## config.mk

```make
export PLATFORM = sky130hd
export DESIGN_NAME = sram_bist_seq_flat
export DESIGN_NICKNAME = d
export VERILOG_FILES = /design/src/rtl/sram_bist_seq_if.sv /design/src/rtl/sram_bist_seq.sv /design/src/flat_wrapper.sv
export SDC_FILE = /design/constraint.sdc
export NUM_CORES = 1
export LEC_CHECK = 0
export BUFFER_PORTS_ARGS = -buffer_cell sky130_fd_sc_hd__buf_4
export CELL_PAD_IN_SITES_DETAIL_PLACEMENT = 0
export CELL_PAD_IN_SITES_GLOBAL_PLACEMENT = 1
export CORE_MARGIN = 2
export CORE_UTILIZATION = 35
export DETAILED_ROUTE_END_ITERATION = 16
export PLACE_DENSITY = 0.81
export SLEW_MARGIN = 40
export SYNTH_ARGS = -nofsm -noshare
export SYNTH_HDL_FRONTEND = slang
export SYNTH_SLANG_ARGS = --single-unit
```

## constraint.sdc

```tcl
create_clock -name CLK -period 3.5 [get_ports CLK]
set_clock_uncertainty 0.1 [all_clocks]
set_input_delay 0.525 -clock CLK [delete_from_list [all_inputs] [get_ports CLK]]
set_output_delay 0.525 -clock CLK [all_outputs]
set_load 0.01 [all_outputs]
```

## src/rtl/sram_bist_seq_if.sv

```systemverilog
// rtl/sram_bist_seq_if.sv - ext_sram request port bundle
interface sram_bist_seq_if #(
    parameter int ADDR_WIDTH = 32,
    parameter int DATA_WIDTH = 32
) ();
    logic                  stb;
    logic                  i_rw;
    logic [ADDR_WIDTH-1:0] i_addr;
    logic [DATA_WIDTH-1:0] i_dtw;
    logic [DATA_WIDTH-1:0] dtr;
    logic                  ack;

    modport master (output stb, output i_rw, output i_addr, output i_dtw,
                    input  dtr, input  ack);
    modport slave  (input  stb, input  i_rw, input  i_addr, input  i_dtw,
                    output dtr, output ack);
endinterface

```

## src/rtl/sram_bist_seq.sv

```systemverilog
// rtl/sram_bist_seq.sv - SRAM range fill/readback/compare sequencer
module sram_bist_seq #(
    parameter int ADDR_WIDTH  = 32,
    parameter int DATA_WIDTH  = 32,
    parameter int CNT_WIDTH   = 16,
    parameter int ADDR_STEP   = 4,
    parameter int ERR_WIDTH   = 16,
    parameter int TIMEOUT_CYC = 1024
) (
    input  logic                  CLK,
    input  logic                  RST_N,
    input  logic                  start,
    input  logic                  abort,
    input  logic [1:0]            mode,
    input  logic [DATA_WIDTH-1:0] seed,
    input  logic [ADDR_WIDTH-1:0] base_addr,
    input  logic [CNT_WIDTH-1:0]  num_words,
    sram_bist_seq_if.master       mem,
    output logic                  busy,
    output logic                  done,
    output logic                  pass,
    output logic                  timeout,
    output logic [ERR_WIDTH-1:0]  err_count,
    output logic [ADDR_WIDTH-1:0] fail_addr,
    output logic [DATA_WIDTH-1:0] fail_data,
    output logic [DATA_WIDTH-1:0] fail_exp
);
    localparam int TW = (TIMEOUT_CYC < 2) ? 1 : $clog2(TIMEOUT_CYC + 1);
    localparam logic [TW-1:0] TMAX = (TIMEOUT_CYC == 0) ? '0 : TW'(TIMEOUT_CYC - 1);

    typedef enum logic [1:0] {S_IDLE, S_WR, S_RD, S_FIN} state_t;

    state_t                state, state_nxt;
    logic [CNT_WIDTH-1:0]  idx;
    logic [TW-1:0]         tcnt;
    logic [1:0]            mode_q;
    logic [DATA_WIDTH-1:0] seed_q;
    logic [ADDR_WIDTH-1:0] base_q;
    logic [CNT_WIDTH-1:0]  nw_q;
    logic [ADDR_WIDTH-1:0] cur_addr;
    logic [DATA_WIDTH-1:0] rot_q;
    logic                  abort_pend;
    logic                  pass_q;
    logic                  timeout_q;
    logic [ERR_WIDTH-1:0]  err_q;
    logic [ADDR_WIDTH-1:0] fail_addr_q;
    logic [DATA_WIDTH-1:0] fail_data_q;
    logic [DATA_WIDTH-1:0] fail_exp_q;

    logic                  in_xfer;
    logic                  last;
    logic                  abort_req;
    logic                  expire;
    logic                  rd_mis;
    logic [DATA_WIDTH-1:0] addr_pat;
    logic [DATA_WIDTH-1:0] exp_data;

    assign in_xfer   = (state == S_WR) || (state == S_RD);
    assign last      = (idx == nw_q - CNT_WIDTH'(1));
    assign abort_req = abort || abort_pend;
    assign expire    = (TIMEOUT_CYC != 0) && in_xfer && !mem.ack && (tcnt == TMAX);
    assign addr_pat  = DATA_WIDTH'(cur_addr);

    // rot_q tracks rotl(seed, idx mod DATA_WIDTH) incrementally, so no modulo is needed
    always_comb begin
        exp_data = seed_q;
        case (mode_q)
            2'd0:    exp_data = seed_q;
            2'd1:    exp_data = addr_pat;
            2'd2:    exp_data = ~addr_pat;
            default: exp_data = rot_q;
        endcase
    end

    assign rd_mis = (state == S_RD) && mem.ack && (mem.dtr != exp_data);

    always_ff @(posedge CLK or negedge RST_N) begin
        if (!RST_N) state <= S_IDLE;
        else        state <= state_nxt;
    end

    always_comb begin
        state_nxt = state;
        case (state)
            S_IDLE: if (start) state_nxt = (num_words == '0) ? S_FIN : S_WR;
            S_WR: begin
                if (mem.ack) begin
                    if (abort_req)  state_nxt = S_FIN;
                    else if (last)  state_nxt = S_RD;
                end else if (expire) begin
                    state_nxt = S_FIN;
                end
            end
            S_RD: begin
                if (mem.ack) begin
                    if (abort_req || last) state_nxt = S_FIN;
                end else if (expire) begin
                    state_nxt = S_FIN;
                end
            end
            default: state_nxt = S_IDLE;
        endcase
    end

    always_comb begin
        mem.stb    = in_xfer;
        mem.i_rw   = (state == S_WR);
        mem.i_addr = in_xfer ? cur_addr : '0;
        mem.i_dtw  = (state == S_WR) ? exp_data : '0;
        busy       = in_xfer;
        done       = (state == S_FIN);
    end

    always_ff @(posedge CLK or negedge RST_N) begin
        if (!RST_N) begin
            idx         <= '0;
            tcnt        <= '0;
            mode_q      <= '0;
            seed_q      <= '0;
            base_q      <= '0;
            nw_q        <= '0;
            cur_addr    <= '0;
            rot_q       <= '0;
            abort_pend  <= 1'b0;
            pass_q      <= 1'b0;
            timeout_q   <= 1'b0;
            err_q       <= '0;
            fail_addr_q <= '0;
            fail_data_q <= '0;
            fail_exp_q  <= '0;
        end else begin
            case (state)
                S_IDLE: begin
                    if (start) begin
                        mode_q      <= mode;
                        seed_q      <= seed;
                        base_q      <= base_addr;
                        nw_q        <= num_words;
                        idx         <= '0;
                        cur_addr    <= base_addr;
                        rot_q       <= seed;
                        tcnt        <= '0;
                        abort_pend  <= 1'b0;
                        timeout_q   <= 1'b0;
                        err_q       <= '0;
                        fail_addr_q <= '0;
                        fail_data_q <= '0;
                        fail_exp_q  <= '0;
                        pass_q      <= (num_words == '0);
                    end
                end
                S_WR, S_RD: begin
                    if (abort) abort_pend <= 1'b1;
                    if (mem.ack) begin
                        tcnt <= '0;
                        // Last word of either phase rewinds the walkers for the next phase
                        if (last) begin
                            idx      <= '0;
                            cur_addr <= base_q;
                            rot_q    <= seed_q;
                        end else begin
                            idx      <= idx + CNT_WIDTH'(1);
                            cur_addr <= cur_addr + ADDR_WIDTH'(ADDR_STEP);
                            rot_q    <= {rot_q[DATA_WIDTH-2:0], rot_q[DATA_WIDTH-1]};
                        end
                        if (rd_mis) begin
                            if (err_q != '1) err_q <= err_q + ERR_WIDTH'(1);
                            if (err_q == '0) begin
                                fail_addr_q <= cur_addr;
                                fail_data_q <= mem.dtr;
                                fail_exp_q  <= exp_data;
                            end
                        end
                    end else if (expire) begin
                        timeout_q <= 1'b1;
                        tcnt      <= '0;
                    end else begin
                        tcnt <= tcnt + TW'(1);
                    end
                    // Verdict uses this cycle's outcome so pass is valid alongside done
                    if (state_nxt == S_FIN)
                        pass_q <= (err_q == '0) && !rd_mis && !expire && !(mem.ack && abort_req);
                end
                default: ;
            endcase
        end
    end

    assign pass      = pass_q;
    assign timeout   = timeout_q;
    assign err_count = err_q;
    assign fail_addr = fail_addr_q;
    assign fail_data = fail_data_q;
    assign fail_exp  = fail_exp_q;
endmodule

```

## src/flat_wrapper.sv

```systemverilog
// flat-port wrapper written by rule: the top's interface ports become plain ports
module sram_bist_seq_flat 
#(
    parameter int ADDR_WIDTH  = 32,
    parameter int DATA_WIDTH  = 32,
    parameter int CNT_WIDTH   = 16,
    parameter int ADDR_STEP   = 4,
    parameter int ERR_WIDTH   = 16,
    parameter int TIMEOUT_CYC = 1024
)
  (CLK, RST_N, start, abort, mode, seed, base_addr, num_words, busy, done, pass, timeout, err_count, fail_addr, fail_data, fail_exp, mem_stb, mem_i_rw, mem_i_addr, mem_i_dtw, mem_dtr, mem_ack);
  sram_bist_seq_if #(.ADDR_WIDTH(ADDR_WIDTH), .DATA_WIDTH(DATA_WIDTH)) mem_i ();
  input  logic CLK;
  input  logic RST_N;
  input  logic start;
  input  logic abort;
  input  logic [1:0] mode;
  input  logic [DATA_WIDTH-1:0] seed;
  input  logic [ADDR_WIDTH-1:0] base_addr;
  input  logic [CNT_WIDTH-1:0] num_words;
  output logic busy;
  output logic done;
  output logic pass;
  output logic timeout;
  output logic [ERR_WIDTH-1:0] err_count;
  output logic [ADDR_WIDTH-1:0] fail_addr;
  output logic [DATA_WIDTH-1:0] fail_data;
  output logic [DATA_WIDTH-1:0] fail_exp;
  output wire logic [$bits(mem_i.stb)-1:0] mem_stb;
  output wire logic [$bits(mem_i.i_rw)-1:0] mem_i_rw;
  output wire logic [$bits(mem_i.i_addr)-1:0] mem_i_addr;
  output wire logic [$bits(mem_i.i_dtw)-1:0] mem_i_dtw;
  input wire logic [$bits(mem_i.dtr)-1:0] mem_dtr;
  input wire logic [$bits(mem_i.ack)-1:0] mem_ack;
  assign mem_stb = mem_i.stb;
  assign mem_i_rw = mem_i.i_rw;
  assign mem_i_addr = mem_i.i_addr;
  assign mem_i_dtw = mem_i.i_dtw;
  assign mem_i.dtr = mem_dtr;
  assign mem_i.ack = mem_ack;
  sram_bist_seq #(.ADDR_WIDTH(ADDR_WIDTH), .DATA_WIDTH(DATA_WIDTH), .CNT_WIDTH(CNT_WIDTH), .ADDR_STEP(ADDR_STEP), .ERR_WIDTH(ERR_WIDTH), .TIMEOUT_CYC(TIMEOUT_CYC)) u_core (.CLK(CLK), .RST_N(RST_N), .start(start), .abort(abort), .mode(mode), .seed(seed), .base_addr(base_addr), .num_words(num_words), .mem(mem_i), .busy(busy), .done(done), .pass(pass), .timeout(timeout), .err_count(err_count), .fail_addr(fail_addr), .fail_data(fail_data), .fail_exp(fail_exp));
endmodule
```

# Word-level counts from Yosys, hierarchy flattened
# Cells that the tools add are included.
[op_classes] n_reduce_logical=29 eq_ne=19 muxes=54 add_sub_neg=5 n_bitwise=1
[ops] cell="$mux W32" n=18
[ops] cell="$pmux W32 S2" n=5
[ops] cell="$mux W16" n=6
[ops] cell="$pmux W32 S3" n=1
[ops] cell="$pmux W16 S2" n=2
[ops] cell="$mux W11" n=3
[ops] cell="$add A16 B1 Y16 const B" n=2
[ops] cell="$add A32 B3 Y32 const B" n=1
[ops] cell="$logic_not A16 Y1" n=2
[ops] cell="$ne A32 B32 Y1" n=1
[ops] cell="$not A32 Y32" n=1
[ops] cell="$pmux W11 S2" n=1
[ops] cell="$eq A16 B16 Y1" n=1
[ops] cell="$mux W2" n=8
[ops] cell="$ne A16 B16 Y1 const B" n=1
[ops] cell="$sub A16 B1 Y16 const B" n=1
[ops] cell="$add A11 B1 Y11 const B" n=1
[ops] cell="$eq A11 B10 Y1 const B" n=1
[ops] cell="$ne A2 B1 Y1 const B" n=5
[ops] cell="$reduce_and A5 Y1" n=2
[ops] cell="$reduce_and A3 Y1" n=3
[ops] cell="$eq A2 B2 Y1 const B" n=4
[ops] cell="$logic_and A1 B1 Y1" n=8
[ops] cell="$ne A2 B2 Y1 const B" n=4
[ops] cell="other kinds (11)" n=26
[word_totals] input_bits=119 ff_bits=290

# Longest topological paths before layout
[depth] word_depth=10 mapped_depth=15 mapped_depth_nobuf=11

# Worst setup path before layout
# Ideal clock, no wire load.
[synth_timing] kind="flip-flop to flip-flop" start="reg u_core.nw_q[0]" end="reg u_core.pass_q (netlist: u_core.pass)" synth_period_minus_slack_ps=3312 setup_ps=126 path_buffers=1 slack_ps=188 required_time_ps=3274 path_stages_with_launch=13 arrival_time_ps=3086 cell_sequence="dfrtp_1 inv_1 ha_1 nor3b_2 nand3_1 xnor2_1 or4_1 nor4_2 buf_6 mux2i_1 a31oi_1 o31a_1 o32a_1"
[synth_between] elab_chain_len=9 word_cells_on_any_way=12
[synth_lines] element="start, declared" line_no="sram_bist_seq.sv:39" rtl="logic [CNT_WIDTH-1:0] nw_q;"
[synth_lines] element="start signal, assigned" line_no="sram_bist_seq.sv:138" rtl="nw_q <= num_words;"
[synth_lines] element="$sub A16 B1 Y16 *" line_no="sram_bist_seq.sv:59" rtl="assign last = (idx == nw_q - CNT_WIDTH'(1));"
[synth_lines] element="$eq A16 B16 Y1 *" line_no="sram_bist_seq.sv:59"
[synth_lines] element="$mux W2 / $logic_or A1 B1 Y1 (equally long branches)" line_no="sram_bist_seq.sv:89, sram_bist_seq.sv:96"
[synth_lines] element="$mux W2, on equally long branches" line_no="sram_bist_seq.sv:88, sram_bist_seq.sv:96"
[synth_lines] element="$mux W2, on equally long branches" line_no="sram_bist_seq.sv:87, sram_bist_seq.sv:95"
[synth_lines] element="$pmux W2 S3 *" line_no="sram_bist_seq.sv:84" rtl="case (state)"
[synth_lines] element="$eq A2 B2 Y1 *" line_no="sram_bist_seq.sv:181" rtl="if (state_nxt == S_FIN)"
[synth_lines] element="$ne A2 B1 Y1 (no source line) *"
[synth_lines] element="$reduce_and A3 Y1 (no source line) *"
[synth_lines] element="end signal, assigned" line_no="sram_bist_seq.sv:149" rtl="pass_q <= (num_words == '0);"
[synth_lines] element="end signal, assigned" line_no="sram_bist_seq.sv:182" rtl="pass_q <= (err_q == '0) && !rd_mis && !expire && !(mem.ack && abort_req);"
[synth_lines] element="end, declared" line_no="sram_bist_seq.sv:43" rtl="logic pass_q;"
# Mark *: on every way between the ends. The rest lies on a longest branch, timed or not.
# A chain may end at the register's enable or synchronous reset.

# Worst setup path after layout
[layout_timing] start="reg u_core.mode_q[0]" end="reg u_core.fail_data_q[23] (netlist: u_core.fail_data[23])"
[layout_between] elab_chain_len=6 word_cells_on_any_way=8
[layout_lines] element="start, declared" line_no="sram_bist_seq.sv:36" rtl="logic [1:0] mode_q;"
[layout_lines] element="start signal, assigned" line_no="sram_bist_seq.sv:135" rtl="mode_q <= mode;"
[layout_lines] element="$eq A2 B2 Y1, or another cell as far along" line_no="sram_bist_seq.sv:67" rtl="case (mode_q)"
[layout_lines] element="$pmux W32 S3 *" line_no="sram_bist_seq.sv:67"
[layout_lines] element="$ne A32 B32 Y1 *" line_no="sram_bist_seq.sv:75" rtl="assign rd_mis = (state == S_RD) && mem.ack && (mem.dtr != exp_data);"
[layout_lines] element="$logic_and A1 B1 Y1 *" line_no="sram_bist_seq.sv:75"
[layout_lines] element="$ne A2 B1 Y1 (no source line) *"
[layout_lines] element="$reduce_and A5 Y1 (no source line) *"
[layout_lines] element="end signal, assigned" line_no="sram_bist_seq.sv:170" rtl="fail_data_q <= mem.dtr;"
[layout_lines] element="end, declared" line_no="sram_bist_seq.sv:47" rtl="logic [DATA_WIDTH-1:0] fail_data_q;"
# Marks and branches as above.

==> impl_metrics.env <==
export IMPL_regArea_mm2=0.00726
export IMPL_postRouteAntennaNets=0
export IMPL_drt_vias_per_instance=5.74
export IMPL_overflow=0
export IMPL_synth_ff_type="dfrtp_1"
export IMPL_setup_viol=0
export IMPL_worst_pin_slew_ns=0.747
export IMPL_fin_nets=2105
export IMPL_ys_seq_area_share_pct=44.6
export IMPL_ff2ff_setup_slack_ns=0.11
export IMPL_finalCriticalPeriod_ns=3.39
export IMPL_insertion_delay_ns=0.56
export IMPL_clock_tree_root_cell="clkbuf_16"
export IMPL_required_ns=3.85
export IMPL_synth_area_mm2=0.0163
export IMPL_post_drt_wl_per_cell_um=23.0
export IMPL_die_area_mm2=0.0482
export IMPL_p_switching_mw=9.29
export IMPL_drt_pass1_iter_count=5
export IMPL_cts_clk_slew_worst_paths_ns=0.06
export IMPL_ys_ff_latch=290
export IMPL_slew_headroom_pct=50.2
export IMPL_ir_worst_vdd_uv=800
export IMPL_gp_congestion=0.901
export IMPL_status="completed"
export IMPL_grt_max_degree=134
export IMPL_first_global_vias=14265
export IMPL_slowest_stage="dfrtp_2"
export IMPL_grt_antenna_before_repair=6
export IMPL_leakage_nw=9.40
export IMPL_startpoint_type="register"
export IMPL_final_cell_mix="buf_4 (357), dfrtp_1 (289), nand2_1 (151), o21ai_0 (137), nor2_1 (100)"
export IMPL_drt_wl_total_um=59800
export IMPL_async_reset_ff_share_pct=100
export IMPL_dpl_hpwl_um=44400
export IMPL_core_area_mm2=0.0456
export IMPL_r2r_end="u_core.fail_data[23]"
export IMPL_route_detailed_drc=0
export IMPL_end_kind="register"
export IMPL_post_place_ws_ns=-0.0222
export IMPL_crit_chain="buf_12, and2_1, o221a_2, or3b_2, nand4b_1, nor4_4, nand4_2, nand3_2, o31a_2, buf_12, buf_12, a22o_1"
export IMPL_syn_mean_instance_area_um2=9.66
export IMPL_die_w_um=220
export IMPL_pwr_share_seq_pct=27.9
export IMPL_critPathKind="register to register"
export IMPL_r2r_start="u_core.mode_q[0]"
export IMPL_die_y_um=220
export IMPL_slew_viol_final=0
export IMPL_grt_pass1_wl_um=89000
export IMPL_worst_slack_ns=0.112
export IMPL_cp_arrival_ns=3.74
export IMPL_power_frac_comb_pct=53.2
export IMPL_max_freq_mhz=295
export IMPL_finalNonFillerCells=2603
export IMPL_power_switching_share_pct=45.4
export IMPL_final_area_mm2=0.0209
export IMPL_min_to="u_core.fail_data[25]"
export IMPL_tritoncts="built"
export IMPL_io_buffers=300
export IMPL_fin_crit_sh_pct=96.8
export IMPL_ios=301
export IMPL_timing_hold_ws_ns=0.100
export IMPL_vias=14941
export IMPL_internal_power_mw=11.2
export IMPL_clockBufferDepth=3
export IMPL_syn_nets=1812
export IMPL_drt_iter0_drc=1279
export IMPL_drive_above_1_share_pct=29.7
export IMPL_hp_start="mem_dtr[25]"
export IMPL_syn_to_final_growth_pct=28.5
export IMPL_final_common_cell="buf_4"
export IMPL_r2r_cells=12
export IMPL_synth_cell_types=78
export IMPL_synth_cells=1683
export IMPL_clkPwrFrac_pct=18.8
export IMPL_grt_use_total_pct=24.3
export IMPL_synth_edf_count=0
export IMPL_multiInputGateArea_mm2=0.00847
export IMPL_hp_class="primary input to register"
export IMPL_hold_viol_final=0
export IMPL_crit_top_cell="buf_12"
export IMPL_num_rows=78
export IMPL_maxCapViolCount=0
export IMPL_htreeDepth=2
export IMPL_worstPathMaxFanout=62
export IMPL_hold_path_cell_count=2
export IMPL_power_mw=20.5
export IMPL_fill_cells=4270
export IMPL_ys_warn_count=0
export IMPL_start_util_pct=35.7
export IMPL_dp_cells=2536
export IMPL_critical_path_max_stage_delay_ns=0.45
export IMPL_numCtsBuffers=36
export IMPL_power_density_mw_per_mm2=979
export IMPL_clock_sinks=290
export IMPL_place_area_mm2=0.0195
## cells in the mapped netlist (44+ instances only)
cell / instances / area, um2
a21oi_1: 44 / 220
a22o_1: 75 / 657
and2_1: 46 / 288
clkbuf_1: 67 / 251
dfrtp_1: 290 / 7260
inv_1: 50 / 188
mux2_2: 90 / 1010
nand2_1: 153 / 574
nand3_1: 44 / 220
nor2_1: 100 / 375
nor2b_1: 60 / 375
o21ai_0: 137 / 686
## state kept, by name, summed over array words and instances (netlist names), 32 cells and up
| name | cells |
|---|---|
| u_core.fail_exp | 32 |
| u_core.base_q | 32 |
| u_core.seed_q | 32 |
| u_core.fail_addr | 32 |
| u_core.fail_data | 32 |
| u_core.rot_q | 32 |
| u_core.addr_pat | 32 |
## metrics by stage
step / TNS, ns / util, %
floorplan: 0 / -
CTS: 0 / 45.5
finish: 0 / 45.9
detailed placement: -0.394 / 42.8
global route: -0.0500 / 45.9
global placement: 0 / 42.8
## metal layers
layer  GRT usage [%]  part of all wire (%)
met5               0                 0.084
met4            10.8                   4.4
met3            4.83                   8.0
met2            37.4                    45
met1            33.0                    43
## worst max path at each step
stage	start	to	slack, ns	cells after the start
final	u_core.mode_q[0]	u_core.fail_data[23]	0.11	12
after global routing	u_core.nw_q[1]	u_core.pass	-0.01	12
after CTS	u_core.nw_q[1]	u_core.pass	0.04	12
after detailed placement	u_core.mode_q[0]	u_core.fail_exp[1]	-0.02	12
after global placement	u_core.mode_q[0]	u_core.fail_exp[29]	0.03	12
after floorplan	u_core.nw_q[0]	u_core.pass	0.19	12
## worst max-delay path: cells and delay by family, from the launching register on
family / cells / cell delay, ns
AOI/OAI and AO/OA: 3 / 0.88
buffers and inverters: 3 / 0.54
DFF: 1 / 0.45
and+or+nand+nor: 6 / 1.22
## cells by family (layout without fill, tap and decap cells)
family / Yosys count / in the layout / synth area share, %
AO/OA/AOI/OAI: 465 / 465 / 20.4
XOR/XNOR: 25 / 25 / 1.35
adder cells (fa/ha/maj): 10 / 10 / 0.769
buffers and inverters: 172 / 491 / 4.59
flip-flops: 290 / 290 / 44.6
multiplexers: 130 / 130 / 8.73
other: 0 / 1 / 0
AND/OR/NAND/NOR: 591 / 591 / 19.6
## power by group through the flow
stage	Clock, mW	Combinational, mW	Sequential [mW]
floorplan	0	6.75	5.18
global placement	0	10.4	5.65
detailed placement	0	10.6	5.70
CTS	3.91	10.7	5.64
global route	4.05	11.8	5.81
finish	3.85	10.9	5.71
## layout make-up
cell class / count / area share [%]
multi-input combinational: 1221 / 40.5
sequential: 290 / 34.7
timing repair buffer: 375 / 14.4
clock buffer: 50 / 4.90
tap: 600 / 3.59
inverter: 52 / 0.952
clock inverter: 14 / 0.886
antenna: 1 / 0.0120
## what timing repair did
item	CTS	global route
hold endpoints to repair	66	0
resized for setup	2	28
buffers inserted	0	1
pin swaps	0	4
hold buffers	1	0
endpoints found under the setup margin	50	154
No activity file was read; power rests on OpenSTA's default activity.
